### src/rtl/reaction_pkg.sv
// -----------------------------------------------------------------------------
// reaction_pkg
// Shared definitions for the reaction-timer score path: the sequencer state
// encoding and the fixed register-file addresses.
//   REG_COUNT      : register holding the number of recorded runs
//   REG_BEST       : register holding the best (lowest non-zero) time
//   REG_FIRST_SLOT : first rotating score slot
//   SCORE_W        : default data width of the register file
// -----------------------------------------------------------------------------
package reaction_pkg;

    typedef enum logic [1:0] {
        IDLE    = 2'd0,
        W_SCORE = 2'd1,
        W_COUNT = 2'd2,
        W_BEST  = 2'd3
    } state_t;

    localparam logic [2:0] REG_COUNT      = 3'd0;
    localparam logic [2:0] REG_BEST       = 3'd7;
    localparam logic [2:0] REG_FIRST_SLOT = 3'd1;
    localparam int         SCORE_W        = 13;

endpackage

### src/rtl/wrap_counter.sv
// -----------------------------------------------------------------------------
// wrap_counter
// 3-bit up counter that runs start..wrap and then returns to start.
// A synchronous clear also loads start, so the counter never holds a value
// outside its programmed range.
// Ports:
//   clk   in  1  rising-edge clock
//   clr_n in  1  synchronous active-low clear (loads start)
//   en    in  1  advance by one this cycle
//   start in  3  first value of the range
//   wrap  in  3  last value of the range
//   count out 3  current value
// -----------------------------------------------------------------------------
module wrap_counter (
    input  logic       clk,
    input  logic       clr_n,
    input  logic       en,
    input  logic [2:0] start,
    input  logic [2:0] wrap,
    output logic [2:0] count
);

    // >= rather than == so a value past wrap (e.g. wrap lowered at run time)
    // still returns to start instead of running through 7 and 0.
    always_ff @(posedge clk) begin
        if (!clr_n) begin
            count <= start;
        end else if (en) begin
            count <= (count >= wrap) ? start : count + 3'd1;
        end
    end

endmodule

### src/rtl/score_bank_sequencer.sv
// -----------------------------------------------------------------------------
// score_bank_sequencer
// Sequences every write into the 8 x W score register file and chooses the
// address of its display read port.  Each accepted reaction time produces up
// to three one-cycle writes: the score into a rotating slot (1..NSLOTS), the
// incremented run count into reg0, and, when it improves on the record, the
// score into reg7.  Between runs the display address steps through the slots
// and then the best-time register.
// Ports:
//   Clock       in   1  system clock, all flops on the rising edge
//   CLRN        in   1  synchronous active-low reset
//   score_valid in   1  pulse: score_in holds a finished reaction time
//   score_in    in   W  reaction time in ms, taken only while ready=1
//   view_next   in   1  pulse: advance the displayed slot
//   DATAP       in   W  register-file port P (reads reg0, the run count)
//   WR          out  1  register-file write enable (registered)
//   WA          out  3  register-file write address (registered)
//   LD_DATA     out  W  register-file write data (registered)
//   RQ          out  3  register-file read address Q for the displays
//   ready       out  1  a new score may be offered
//   dropped     out  1  pulse: a score arrived while busy and was discarded
//   best        out  W  copy of reg7, 0 when no run has been recorded
// -----------------------------------------------------------------------------
module score_bank_sequencer
    import reaction_pkg::*;
#(
    parameter int NSLOTS = 4,
    parameter int W      = SCORE_W
) (
    input  logic         Clock,
    input  logic         CLRN,
    input  logic         score_valid,
    input  logic [W-1:0] score_in,
    input  logic         view_next,
    input  logic [W-1:0] DATAP,
    output logic         WR,
    output logic [2:0]   WA,
    output logic [W-1:0] LD_DATA,
    output logic [2:0]   RQ,
    output logic         ready,
    output logic         dropped,
    output logic [W-1:0] best
);

    localparam logic [2:0]   LAST_SLOT      = 3'(NSLOTS);
    // The view counter runs one step past the last slot; that extra code is
    // shown as the best-time register.
    localparam logic [2:0]   VIEW_BEST_CODE = 3'(NSLOTS + 1);
    localparam logic [W-1:0] COUNT_MAX      = '1;

    state_t       state;
    state_t       state_d;
    logic [W-1:0] s_reg;
    logic [2:0]   slot_ptr;
    logic [2:0]   view_cnt;
    logic [2:0]   view_ptr;
    logic [2:0]   rq_hold;
    logic [W-1:0] count_inc;
    logic         new_best;
    logic         wr_d;
    logic [2:0]   wa_d;
    logic [W-1:0] ld_d;

    // -------------------------------------------------------------------------
    // Slot and view pointers
    // -------------------------------------------------------------------------
    wrap_counter u_slot_ptr (
        .clk   (Clock),
        .clr_n (CLRN),
        .en    (state == W_SCORE),
        .start (REG_FIRST_SLOT),
        .wrap  (LAST_SLOT),
        .count (slot_ptr)
    );

    wrap_counter u_view_ptr (
        .clk   (Clock),
        .clr_n (CLRN),
        .en    (view_next),
        .start (REG_FIRST_SLOT),
        .wrap  (VIEW_BEST_CODE),
        .count (view_cnt)
    );

    assign view_ptr = (view_cnt == VIEW_BEST_CODE) ? REG_BEST : view_cnt;

    // -------------------------------------------------------------------------
    // Datapath helpers
    // -------------------------------------------------------------------------
    // The run count sticks at full scale instead of wrapping back to zero.
    assign count_inc = (DATAP == COUNT_MAX) ? COUNT_MAX : DATAP + 1'b1;

    // Zero means "empty", so a zero score can never become the record, and a
    // tie does not rewrite reg7.
    assign new_best  = (s_reg != '0) && ((best == '0) || (s_reg < best));

    assign ready = (state == IDLE);

    // While busy the displays keep the address captured in the last idle
    // cycle, so they never show a slot in the middle of being rewritten.
    assign RQ = ready ? view_ptr : rq_hold;

    // -------------------------------------------------------------------------
    // FSM state register
    // -------------------------------------------------------------------------
    // NOTE: clocked state uses non-blocking assignments so every flop samples
    // the pre-edge values; blocking here would create order-dependent races.
    always_ff @(posedge Clock) begin
        if (!CLRN) begin
            state <= IDLE;
        end else begin
            state <= state_d;
        end
    end

    // -------------------------------------------------------------------------
    // Next state and next write-port values.  The write port is registered, so
    // the values computed here describe the state being entered.
    // -------------------------------------------------------------------------
    always_comb begin
        // NOTE: every output gets a default before the case so no path leaves
        // a value unassigned, which would infer a latch.
        state_d = state;
        wr_d    = 1'b0;
        wa_d    = REG_COUNT;
        ld_d    = '0;

        case (state)
            IDLE: begin
                if (score_valid) begin
                    state_d = W_SCORE;
                    wr_d    = 1'b1;
                    wa_d    = slot_ptr;
                    ld_d    = score_in;
                end
            end
            W_SCORE: begin
                state_d = W_COUNT;
                wr_d    = 1'b1;
                wa_d    = REG_COUNT;
                ld_d    = count_inc;
            end
            W_COUNT: begin
                state_d = W_BEST;
                if (new_best) begin
                    wr_d = 1'b1;
                    wa_d = REG_BEST;
                    ld_d = s_reg;
                end
            end
            W_BEST: begin
                state_d = IDLE;
            end
            default: begin
                state_d = IDLE;
            end
        endcase
    end

    // -------------------------------------------------------------------------
    // Registered outputs and datapath
    // -------------------------------------------------------------------------
    always_ff @(posedge Clock) begin
        if (!CLRN) begin
            WR      <= 1'b0;
            WA      <= REG_COUNT;
            LD_DATA <= '0;
            s_reg   <= '0;
            best    <= '0;
            rq_hold <= REG_FIRST_SLOT;
            dropped <= 1'b0;
        end else begin
            WR      <= wr_d;
            WA      <= wa_d;
            LD_DATA <= ld_d;
            dropped <= score_valid && (state != IDLE);

            if (state == IDLE && score_valid) begin
                s_reg <= score_in;
            end

            // best follows reg7: it changes on the same edge the write lands.
            if (state == W_BEST && WR) begin
                best <= LD_DATA;
            end

            if (state == IDLE) begin
                rq_hold <= view_ptr;
            end
        end
    end

endmodule

### config.mk
export PLATFORM = sky130hd
export DESIGN_NAME = score_bank_sequencer
export DESIGN_NICKNAME = d
export VERILOG_FILES = /design/src/rtl/reaction_pkg.sv /design/src/rtl/wrap_counter.sv /design/src/rtl/score_bank_sequencer.sv
export SDC_FILE = /design/constraint.sdc
export NUM_CORES = 1
export LEC_CHECK = 0
export CAP_MARGIN = 25
export CORE_MARGIN = 4
export CORE_UTILIZATION = 51
export DETAILED_ROUTE_END_ITERATION = 12
export MAX_ROUTING_LAYER = met4
export PLACE_DENSITY = 0.89
export SLEW_MARGIN = 15
export SYNTH_ARGS = -nofsm -noshare
export SYNTH_HDL_FRONTEND = slang
export SYNTH_SLANG_ARGS = --single-unit
### constraint.sdc
create_clock -name Clock -period 6 [get_ports Clock]
set_input_delay 1.5 -clock Clock [delete_from_list [all_inputs] [get_ports Clock]]
set_output_delay 1.5 -clock Clock [all_outputs]
set_load 0.01 [all_outputs]
==> flow_summary.yaml <==
run_status:
  status: "finished clean"
sta:
  slew_headroom: 0.409
  max_freq_mhz: 278
  setup_tns_ns: 0
  setup_viol: 0
  clock_skew_ns: 0.0110
  worst_slack_ns: 2.40
  hold_viol_final: 0
  worst-slew-pin-transition_ns: 0.886
  min_period_ns: 3.60
  drv_slew: 0
  rsz0062_at_grt: "no"
  timing.final.crit_share: 0.599
setup_path:
  timing.rr.start: "state[1]"
  worstPathMaxFanout: 13
  crit_family: "buffers and inverters"
  critPathBufInv: 2
  start_kind: "register"
  required_ns: 4.50
  slowest_stage: "clkdlybuf4s50_1"
  critical_path.startpoint: "state[1]"
  crit_type: "reg2out"
  worst_path_largest_cell_delay_ns: 0.58
  arrival_ns: 2.10
  crit_chain: "inv_1 > ha_1 > nor2_1 > a21oi_1 > clkdlybuf4s50_1"
  crit_path_end_kind: "output pin"
cts:
  post_cts_resized: 0
  hold_buffers: 0
  clock_latency_ns: 0.31
  cts_tree: "done"
  htreeDepth: 2
  path_clk_slew_ns: 0.10
  cts_buffers: 5
  post_cts_buffers: 0
  clockBufferDepth: 2
  clock-sinks: 55
  cts_root_buffer: "clkbuf_8"
synth:
  ys_seq_area_frac: 0.386
  synthCells: 364
  synth.largest_area_cell: "dfxtp_1"
  synth_common_cells: "67 x nand2_1, 56 x a21oi_1, 55 x dfxtp_1"
  synth_edf_count: 0
  avgSynthCellArea_um2: 7.83
  yosysMostFrequentCell: "nand2_1"
  yosys_warnings: 0
  synthFlopType: "dfxtp_1"
  async_reset_ff_frac: 0
  synth_top_area_frac: 0.386
  synthesis.nets: 415
  synth.area.top_cells: "dfxtp_1 39%, a21oi_1 9.8%, ha_1 9.2%, nand2_1 8.8%, inv_1 3.4%"
  ys_types: 42
  synth_seq_cells: 55
  netlist_area_um2: 2850
cells_and_area:
  seq_area_um2: 1100
  fin_nets: 471
  fillCellCount: 422
  multiInputGateArea_um2: 1580
  layout-drive-gt1-share: 0.0356
  final_util: 0.689
  area_growth_pct: 27.5
  num_antenna_cells: 0
drt:
  viasPerCell: 5.71
  route.detailed.drc: 0
  dr.pass1.iters: 5
  vias: 2806
  ant_nets: 0
  wl_um: 7340
  post_drt_wl_per_cell_um: 15.0
  drtIter0Drc: 221
grt:
  grt_max_degree: 34
  grt_use_met1: 0.292
  met3_usage: 0.0412
  grt_pass1_wl_um: 11900
  grt_usage: 0.233
  antenna_found_initial: 0
  met2_usage: 0.362
  grt_pass1_vias: 2605
  grt_overflow: 0
  busiest_layer: "met2"
floorplan:
  core_area_um2: 5270
  initial_core_util: 0.541
  fp.dieH_um: 82.7
  pin_count: 65
  die_w_um: 82.7
  rows: 26
  die_area_um2: 6850
placed_design:
  place_ws_ns: 2.22
  dp_hpwl_um: 5640
  place.gp.congestion: 0.910
  io_buffers: 64
pwr:
  leakage_nw: 1.33
  power_per_cell_area_nw_per_um2: 360
  vdd_drop_max_mv: 0.204
worst_hold_path:
  holdCritPathClass: "reg2reg"
  holdCritStartpoint: "LD_DATA[8]"
job:
  cap_violations: 0
tightest hold or removal path, stage by stage (launching register included):
cell and delay (ns):
dfxtp_1 0.32, nand2_1 0.06, a21oi_1 0.05
final timing paths:
path	end	slack, ns	depth (start not counted)
setup / recovery	RQ[0]	2.40	5
hold reg to reg	best[8]	0.47	2
setup reg to reg	LD_DATA[5]	3.57	6
hold / removal	best[8]	0.47	2
logic make-up after synthesis:
group	after synthesis	share of synthesized area
DFF	55	0.386
buffers and inverters	43	0.0597
muxes	2	0.00747
and+or+nand+nor	136	0.224
adders and majority gates	21	0.0922
AOI/OAI and AO/OA	98	0.202
xor gates and xnor gates	9	0.0277
per-layer routing:
| layer | share of wire | vias up |
|---|---|---|
| met5 | 0 | - |
| met4 | 0.032 | 0 |
| met3 | 0.084 | 22 |
| met2 | 0.45 | 125 |
| met1 | 0.44 | 1281 |
| li1 | - | 1378 |
final cells by class:
| class | count | share of cell area |
|---|---|---|
| Clock inverter | 2 | 0.00964 |
| Clock buffer | 6 | 0.0227 |
| Tap cell | 70 | 0.0241 |
| Timing Repair Buffer | 65 | 0.178 |
| Inverter | 27 | 0.0279 |
| Sequential cell | 55 | 0.303 |
| Multi-Input combinational cell | 266 | 0.434 |
metrics by stage:
stage                     power, mW  cell area (µm²)  hold slack, ns  cells
after floorplan               0.840             2850           0.462    364
after global routing           1.39             3630           0.487    491
after detailed placement       1.05             3520           0.456    483
after CTS                      1.30             3630           0.465    491
final                          1.31             3630           0.465    491
after global placement         1.03             3520           0.450    483
cell usage in the layout (no fill, tap or decap), drive strengths merged, types with 3 or more instances in the layout:
master and instances:
nand2 67, clkdlybuf4s50 64, a21oi 56, dfxtp 55
inv 26, nor2 21, ha 21, o21ai 15
nand4 9, a311o 7, nand3 6, nor4 6
nor3 6, a31oi 6, xnor2 6, clkbuf 6
and2 4, a21boi 4, o31ai 4, nor2b 3
nand2b 3, xor2 3, nor3b 3
where the power goes:
group	switching (mW)	leakage, nW	internal, mW
Clock	0.117	0.0612	0.135
Combinational	0.304	0.817	0.249
Sequential	0.0618	0.449	0.439
Total	0.483	1.33	0.824
Note: power is estimated with default switching activity, not from simulation.
